`src/rtl/galaksija_kbd_pkg.sv`:
```
// Shared definitions for the Galaksija keyboard sequencer: matrix indices,
// sequencer states and the queued key entry format.
package galaksija_kbd_pkg;

  localparam logic [5:0] KEY_SHIFT = 6'd53;
  localparam logic [5:0] KEY_ENTER = 6'd48;
  localparam logic [5:0] KEY_BREAK = 6'd49;
  localparam logic [5:0] KEY_LEFT  = 6'd29;
  localparam logic [5:0] KEY_SPACE = 6'd31;

  typedef enum logic [1:0] {
    IDLE    = 2'd0,
    PRESS   = 2'd1,
    RELEASE = 2'd2
  } kbd_state_t;

  typedef struct packed {
    logic       shift;
    logic [5:0] key;
  } key_entry_t;

  // Index 0 and 54..63 have no physical key behind them.
  function automatic logic is_matrix_key(input logic [5:0] idx);
    return (idx != 6'd0) && (idx <= KEY_SHIFT);
  endfunction

endpackage

```
`src/rtl/galaksija_ascii_keymap.sv`:
```
// Combinational ASCII to Galaksija matrix translation; bytes without a key
// come out with valid low.
module galaksija_ascii_keymap
  import galaksija_kbd_pkg::*;
(
  input  logic [7:0] data,
  output logic       valid,
  output logic       shift,
  output logic [5:0] key
);

  // Letters, digits and the shifted 0x21..0x29 run are contiguous; the rest are single codes
  always_comb begin
    valid = 1'b1;
    shift = 1'b0;
    key   = 6'd0;
    if (data >= 8'h41 && data <= 8'h5A) begin
      key = 6'(data - 8'h40);
    end else if (data >= 8'h61 && data <= 8'h7A) begin
      key = 6'(data - 8'h60);
    end else if (data >= 8'h30 && data <= 8'h39) begin
      key = 6'(data - 8'h10);
    end else if (data >= 8'h21 && data <= 8'h29) begin
      shift = 1'b1;
      key   = data[5:0];
    end else begin
      case (data)
        8'h5F: begin shift = 1'b1; key = 6'd32; end
        8'h2B: begin shift = 1'b1; key = 6'd42; end
        8'h2A: begin shift = 1'b1; key = 6'd43; end
        8'h3C: begin shift = 1'b1; key = 6'd44; end
        8'h2D: begin shift = 1'b1; key = 6'd45; end
        8'h3E: begin shift = 1'b1; key = 6'd46; end
        8'h3F: begin shift = 1'b1; key = 6'd47; end
        8'h3B: key = 6'd42;
        8'h3A: key = 6'd43;
        8'h2C: key = 6'd44;
        8'h3D: key = 6'd45;
        8'h2E: key = 6'd46;
        8'h2F: key = 6'd47;
        8'h20: key = KEY_SPACE;
        8'h0A, 8'h0D: key = KEY_ENTER;
        8'h08, 8'h7F: key = KEY_LEFT;
        8'h1B: key = KEY_BREAK;
        default: begin
          valid = 1'b0;
          shift = 1'b0;
          key   = 6'd0;
        end
      endcase
    end
  end

endmodule

```
`src/rtl/galaksija_key_sequencer.sv`:
```
// Queues typed characters and presses each on the keyboard matrix for a fixed
// number of 50 Hz frames, then releases it, so the ROM scan sees it once.
module galaksija_key_sequencer #(
  parameter int FIFO_DEPTH     = 16,
  parameter int PRESS_FRAMES   = 3,
  parameter int RELEASE_FRAMES = 2
) (
  input  logic                          clk,
  input  logic                          reset_n,
  input  logic [7:0]                    rx_data,
  input  logic                          rx_valid,
  input  logic                          frame_tick,
  input  logic                          key_rd,
  input  logic [5:0]                    key_addr,
  output logic [7:0]                    key_out,
  output logic                          busy,
  output logic [$clog2(FIFO_DEPTH):0]   fifo_level,
  output logic                          overflow
);
  import galaksija_kbd_pkg::*;

  localparam int AW         = $clog2(FIFO_DEPTH);
  localparam int LW         = AW + 1;
  localparam int MAX_FRAMES = (PRESS_FRAMES > RELEASE_FRAMES) ? PRESS_FRAMES : RELEASE_FRAMES;
  localparam int CW         = $clog2(MAX_FRAMES) + 1;

  localparam logic [LW-1:0] FIFO_FULL    = LW'(FIFO_DEPTH);
  localparam logic [CW-1:0] PRESS_LAST   = CW'(PRESS_FRAMES - 1);
  localparam logic [CW-1:0] RELEASE_LAST = CW'(RELEASE_FRAMES - 1);

  logic            map_valid_s;
  logic            map_shift_s;
  logic [5:0]      map_key_s;
  key_entry_t      rx_entry_s;

  key_entry_t      fifo_mem_r [FIFO_DEPTH];
  logic [AW-1:0]   wr_ptr_r;
  logic [AW-1:0]   rd_ptr_r;
  logic [LW-1:0]   count_r;
  logic            overflow_r;

  kbd_state_t      state_r;
  kbd_state_t      state_nxt_s;
  logic [CW-1:0]   frame_cnt_r;
  logic [CW-1:0]   frame_cnt_nxt_s;
  key_entry_t      cur_r;
  logic [7:0]      key_out_r;

  logic            push_req_s;
  logic            push_s;
  logic            pop_s;
  logic            full_s;
  logic            pressed_s;

  galaksija_ascii_keymap u_keymap (
    .data  (rx_data),
    .valid (map_valid_s),
    .shift (map_shift_s),
    .key   (map_key_s)
  );

  assign rx_entry_s = {map_shift_s, map_key_s};

  // Push arbitration: a full queue still takes a byte when the head leaves the same cycle
  always_comb begin
    push_req_s = rx_valid & map_valid_s;
    full_s     = (count_r == FIFO_FULL);
    push_s     = push_req_s & (~full_s | pop_s);
  end

  // Sequencer next state; a tick on the IDLE->PRESS cycle is deliberately ignored
  always_comb begin
    state_nxt_s     = state_r;
    frame_cnt_nxt_s = frame_cnt_r;
    pop_s           = 1'b0;
    case (state_r)
      IDLE: begin
        if (count_r != {LW{1'b0}}) begin
          pop_s           = 1'b1;
          frame_cnt_nxt_s = {CW{1'b0}};
          state_nxt_s     = PRESS;
        end else begin
          state_nxt_s = IDLE;
        end
      end
      PRESS: begin
        if (frame_tick) begin
          if (frame_cnt_r == PRESS_LAST) begin
            frame_cnt_nxt_s = {CW{1'b0}};
            state_nxt_s     = RELEASE;
          end else begin
            frame_cnt_nxt_s = frame_cnt_r + CW'(1'b1);
          end
        end else begin
          frame_cnt_nxt_s = frame_cnt_r;
        end
      end
      RELEASE: begin
        if (frame_tick) begin
          if (frame_cnt_r == RELEASE_LAST) begin
            frame_cnt_nxt_s = {CW{1'b0}};
            state_nxt_s     = IDLE;
          end else begin
            frame_cnt_nxt_s = frame_cnt_r + CW'(1'b1);
          end
        end else begin
          frame_cnt_nxt_s = frame_cnt_r;
        end
      end
      default: begin
        state_nxt_s     = IDLE;
        frame_cnt_nxt_s = {CW{1'b0}};
      end
    endcase
  end

  // Matrix decode for the addressed index while a key is held
  always_comb begin
    if (state_r == PRESS && is_matrix_key(key_addr)) begin
      pressed_s = (key_addr == cur_r.key) | (cur_r.shift & (key_addr == KEY_SHIFT));
    end else begin
      pressed_s = 1'b0;
    end
  end

  // Queue storage; contents are don't-care until written
  always_ff @(posedge clk) begin
    if (push_s) begin
      fifo_mem_r[wr_ptr_r] <= rx_entry_s;
    end
  end

  // Control state; reset drops the held key and flushes the queue immediately
  always_ff @(posedge clk) begin
    if (!reset_n) begin
      state_r     <= IDLE;
      frame_cnt_r <= {CW{1'b0}};
      cur_r       <= {1'b0, 6'd0};
      wr_ptr_r    <= {AW{1'b0}};
      rd_ptr_r    <= {AW{1'b0}};
      count_r     <= {LW{1'b0}};
      overflow_r  <= 1'b0;
      key_out_r   <= 8'hFF;
    end else begin
      state_r     <= state_nxt_s;
      frame_cnt_r <= frame_cnt_nxt_s;
      if (pop_s) begin
        cur_r    <= fifo_mem_r[rd_ptr_r];
        rd_ptr_r <= rd_ptr_r + AW'(1'b1);
      end
      if (push_s) begin
        wr_ptr_r <= wr_ptr_r + AW'(1'b1);
      end
      case ({push_s, pop_s})
        2'b10:   count_r <= count_r + LW'(1'b1);
        2'b01:   count_r <= count_r - LW'(1'b1);
        default: count_r <= count_r;
      endcase
      if (push_req_s & full_s & ~pop_s) begin
        overflow_r <= 1'b1;
      end
      if (key_rd) begin
        key_out_r <= pressed_s ? 8'hFE : 8'hFF;
      end
    end
  end

  assign key_out    = key_out_r;
  assign busy       = (state_r != IDLE);
  assign fifo_level = count_r;
  assign overflow   = overflow_r;

endmodule

```
`config.mk`:
```
export PLATFORM = sky130hd
export DESIGN_NAME = galaksija_key_sequencer
export DESIGN_NICKNAME = d
export VERILOG_FILES = /design/src/rtl/galaksija_kbd_pkg.sv /design/src/rtl/galaksija_ascii_keymap.sv /design/src/rtl/galaksija_key_sequencer.sv
export SDC_FILE = /design/constraint.sdc
export NUM_CORES = 1
export LEC_CHECK = 0
export ABC_AREA = 1
export BUFFER_PORTS_ARGS = -buffer_cell sky130_fd_sc_hd__buf_2
export CORE_MARGIN = 2
export CORE_UTILIZATION = 60
export CTS_CLUSTER_DIAMETER = 200
export DETAILED_ROUTE_END_ITERATION = 10
export HOLD_SLACK_MARGIN = 0.03
export PLACE_DENSITY = 0.78
export SYNTH_ARGS = -nofsm -noshare
export SYNTH_HDL_FRONTEND = slang
export SYNTH_SLANG_ARGS = --single-unit
export TNS_END_PERCENT = 10
```
`constraint.sdc`:
```
create_clock -name clk -period 5.2 [get_ports clk]
set_input_delay 0.26 -clock clk [delete_from_list [all_inputs] [get_ports clk]]
set_output_delay 0.26 -clock clk [all_outputs]
set_load 0.01 [all_outputs]
```
==> results.md <==
- Status: complete, no violations
- Number of placed cells counting well taps: between 700 and 800
- Final Hold Viols: 0
- Reg2reg setup slack: 2.20 ns
- DIE AREA: 11800 sq um
- Latest clock arrival within the worst-skew pair: between 0.5 and 0.6 ns
- Gate count of the mapped netlist: around 650
- Number of distinct library cell variants in the gate-level netlist after synthesis: 44
- Fill count: roughly 770
- Antenna violations before repair: 0
- Tightest Hold Check Type: input pin to flip-flop
- Residual DRC: 0
- Length of the first detailed-routing pass in iterations: 6
- Chip Height: roughly 110 microns
- Global-route wire length before repair: about 24000 microns
- RSZ-0062 raised after global routing: false
- Clock tree root driver cell: clkbuf_8
- Leakage: 0.00274 uW
- Combined global-route utilization of all metal layers: 0.277
- Chip width: 109 microns
- Vias in the first global route: around 4600
- IR Drop Worst-Case VDD: 0.317 mV
- TNS Setup: 0 ns
- Normalized max-slew margin: 0.173
- Pin count of the biggest net entering global routing: 60
- Count of endpoints failing setup in the final report: 0
- Cts hold-fix bufs: 1
- Highest achievable clock rate: between 0.3 and 0.4 GHz
- Area of all placed cells without fillers: between 7000 and 8000 sq um
- First-iteration detailed-routing DRC count: between 600 and 700
- Switching power of the nets: 1170 uW
- Final period utilization: 0.577
- Antenna Cells: 0
- Share of total power in the clock network: 0.330
- Initial core utilization: 0.611
- Routability cong.: approximately 0.9
- Part of the Yosys area used for sequential elements: 0.595
- Average cell area after synthesis: between 10 and 15 sq um
- Peak fanout along the critical path: 20
- Synth Register Bits: between 100 and 150
- Endpoint of the worst-slack reg-to-reg timing path: fifo_level[4]
- Final antenna-violating net count: 0
- Post-route minimum period: 3.00 ns
- Startpoint of the lowest-slack register-to-register path: fifo_level[0]
- Power density normalized to cell area: between 400 and 500 nW/um^2
- Share of flip-flops with an asynchronous set or reset after synthesis: 0
- Transition time at the pin with the least slew margin: 1.23 ns
- CTS tree: done
- Crit Path Category: flip-flop to flip-flop
- Combinational Power Share: 0.276
- Switching power as a share of total power: 0.342
- Required arrival time at the worst endpoint: roughly 5.6 ns
- Worst reg2reg path depth: 13
- Number of buffers on the longest clock path: 2
- I/O Pins: 34
- Clock tree sinks: 139
- CTS buffer count: 17
- Reported max-cap violation count: 0
- Warnings, synthesis: 0
- Port bufs: 26
- Instance area after placement: a little under 7000 sq um
- Total Wirelength: 15300 microns
- Count of flip-flops with a built-in enable after synthesis: about 110
- Vias/cell: between 5 and 6
- Via total after detailed routing: slightly below 5000
- Post-CTS setup-driven buffer insertion count: 0
- Average wire per cell in the routed design: 18.6 microns
- Data arrival time of the critical path: 3.41 ns
- Count of H-tree levels built during CTS: 4
- Max-slew violation total from the final report: 0
- Number of instances resized during post-cts repair: 0
- Total gr overflow: 0
- Ratio of cells with drive above 1 in the final layout: 0.128
- Netlist Area Pre-Place: roughly 6600 sq um
- Net total in the final layout: 702
- Most instantiated flip-flop cell in the synthesis netlist: edfxtp_1
- Placed wire-length estimate: around 10000 microns
- Setup Skew: ~0.0093 ns
- Worst Setup Start Kind: flip-flop
- Final instance count without filler cells: 820
- Area delta synth->final: 11.6%
- Core ar.: approximately 11000 sq um
- Clk slew on worst S/H paths: ~0.06 ns
- Part of the power in registers: 0.394
- Worst Hold Path Cells: 3
- Worst Hold Endpoint: wr_ptr_r[1]
- Hold path startpoint: rx_valid
- Endpoint class of the critical path: flip-flop
- Internal power: approximately 2300 uW
- Number of placement rows: 38
-- power by group through the flow --
| stage | Clock [uW] | Combinational, uW | Sequential, uW |
|---|---|---|---|
| global route | 1190 | 1050 | 1360 |
| CTS | 1140 | 932 | 1350 |
| detailed placement | 0 | 924 | 1370 |
| finish | 1130 | 948 | 1350 |
| global placement | 0 | 877 | 1370 |
| floorplan | 0 | 685 | 1360 |
-- registers in the layout, indices dropped and copies added, names as in the netlist --
name,flops
cur_r,7
fifo_level,5
fifo_mem_r,112
frame_cnt_r,3
key_out,1
overflow,1
rd_ptr_r,4
state_r,2
wr_ptr_r,4
-- layout by cell type (no fill, tap or decap), types with 2 or more instances in the layout --
| cell | instances |
|---|---|
| inv_2 | 3 |
| clkinv_2 | 3 |
| buf_4 | 4 |
| nand2_2 | 8 |
| nor2_2 | 5 |
| clkbuf_16 | 16 |
| nor2_1 | 120 |
| o21ai_0 | 69 |
| nand2_4 | 6 |
| nand2_1 | 61 |
| o221ai_1 | 19 |
| xor2_1 | 4 |
| o22ai_1 | 9 |
| nand4_1 | 5 |
| inv_1 | 49 |
| buf_2 | 26 |
| clkinvlp_4 | 2 |
| ha_1 | 15 |
| nor4_1 | 3 |
| o21ai_1 | 9 |
| nor3_1 | 5 |
| a211oi_1 | 3 |
| edfxtp_1 | 112 |
| nand3_1 | 26 |
| bufinv_16 | 2 |
| dfxtp_1 | 27 |
| a31oi_1 | 2 |
| xnor2_1 | 2 |
| o211ai_1 | 18 |
| inv_6 | 4 |
| conb_1 | 7 |
| a21oi_1 | 15 |
| clkinv_1 | 5 |
-- area by class of cell --
| type | count | area (sq um) | share of cell area |
|---|---|---|---|
| clock buffers | 17 | 414 | 0.0565 |
| clock inverters | 15 | 145 | 0.0198 |
| inverters | 55 | 209 | 0.0285 |
| multi-input cells | 423 | 2310 | 0.315 |
| flip-flops and latches | 139 | 3900 | 0.533 |
| well taps | 140 | 175 | 0.0239 |
| repair buffers | 31 | 170 | 0.0232 |
-- layer usage --
layer	track usage	vias to the layer above	share of wire	wire length (microns)
met4	0.103	0	0.019	296
met5	0	-	0	0
li1	-	2311	-	-
met1	0.359	2299	0.40	6100
met3	0.0639	32	0.086	1310
met2	0.456	256	0.50	7580
-- critical path, cell delays in order, from the launching register on --
cell      delay [ns]
dfxtp_1         0.37
nor4_1          0.41
nand2_1         0.14
nand2_1         0.21
inv_1           0.37
nand2_4         0.22
inv_1           0.12
fa_1            0.42
a21oi_1         0.14
o21bai_1        0.10
nand4_1         0.10
nand2_1         0.08
a21oi_1         0.15
nor2_1          0.07
-- how the worst max path moves through the flow --
stage / from / endpoint / depth (start not counted)
3_3_place_gp: fifo_level[0] / fifo_level[4] / 13
5_1_grt: fifo_level[0] / fifo_level[4] / 14
6_report: fifo_level[0] / fifo_level[4] / 13
3_5_place_dp: fifo_level[0] / fifo_level[4] / 13
4_1_cts: fifo_level[0] / fifo_level[4] / 13
2_1_floorplan: rx_data[4] / fifo_level[4] / 18
-- kinds of logic (layout without fill, tap and decap cells) --
group / count (synthesis) / in the layout / synth area share
AND/OR/NAND/NOR: 243 / 243 / 0.168
AO/OA/AOI/OAI: 150 / 150 / 0.139
flip-flops: 139 / 139 / 0.595
buffers and inverters: 89 / 118 / 0.0572
adder cells (fa/ha/maj): 16 / 16 / 0.0316
XOR/XNOR: 6 / 6 / 0.00801
other: 1 / 7 / 0.000571
multiplexers: 1 / 1 / 0.00153
-- stage by stage --
step / total power (uW) / util / setup WS (ns) / hold WS, ns
3_5_place_dp: 2300 / 0.629 / 2.27 / 0.456
6_report: 3430 / 0.682 / 2.20 / 0.109
3_3_place_gp: 2250 / 0.629 / 2.36 / 0.448
2_1_floorplan: 2040 / - / 2.86 / 0.426
5_1_grt: 3600 / 0.682 / 1.97 / 0.112
4_1_cts: 3420 / 0.682 / 2.25 / 0.0919
-- cells in the mapped netlist (9+ instances only) --
cell type | count | share of area
nor2_1 | 120 | 0.069
edfxtp_1 | 112 | 0.51
o21ai_0 | 72 | 0.055
nand2_1 | 61 | 0.035
inv_1 | 50 | 0.029
dfxtp_1 | 27 | 0.082
nand3_1 | 26 | 0.020
clkbuf_1 | 21 | 0.012
o221ai_1 | 19 | 0.025
o211ai_1 | 18 | 0.021
a21oi_1 | 15 | 0.011
ha_1 | 15 | 0.029
o22ai_1 | 9 | 0.0086
(Power assumes the default switching activity.)
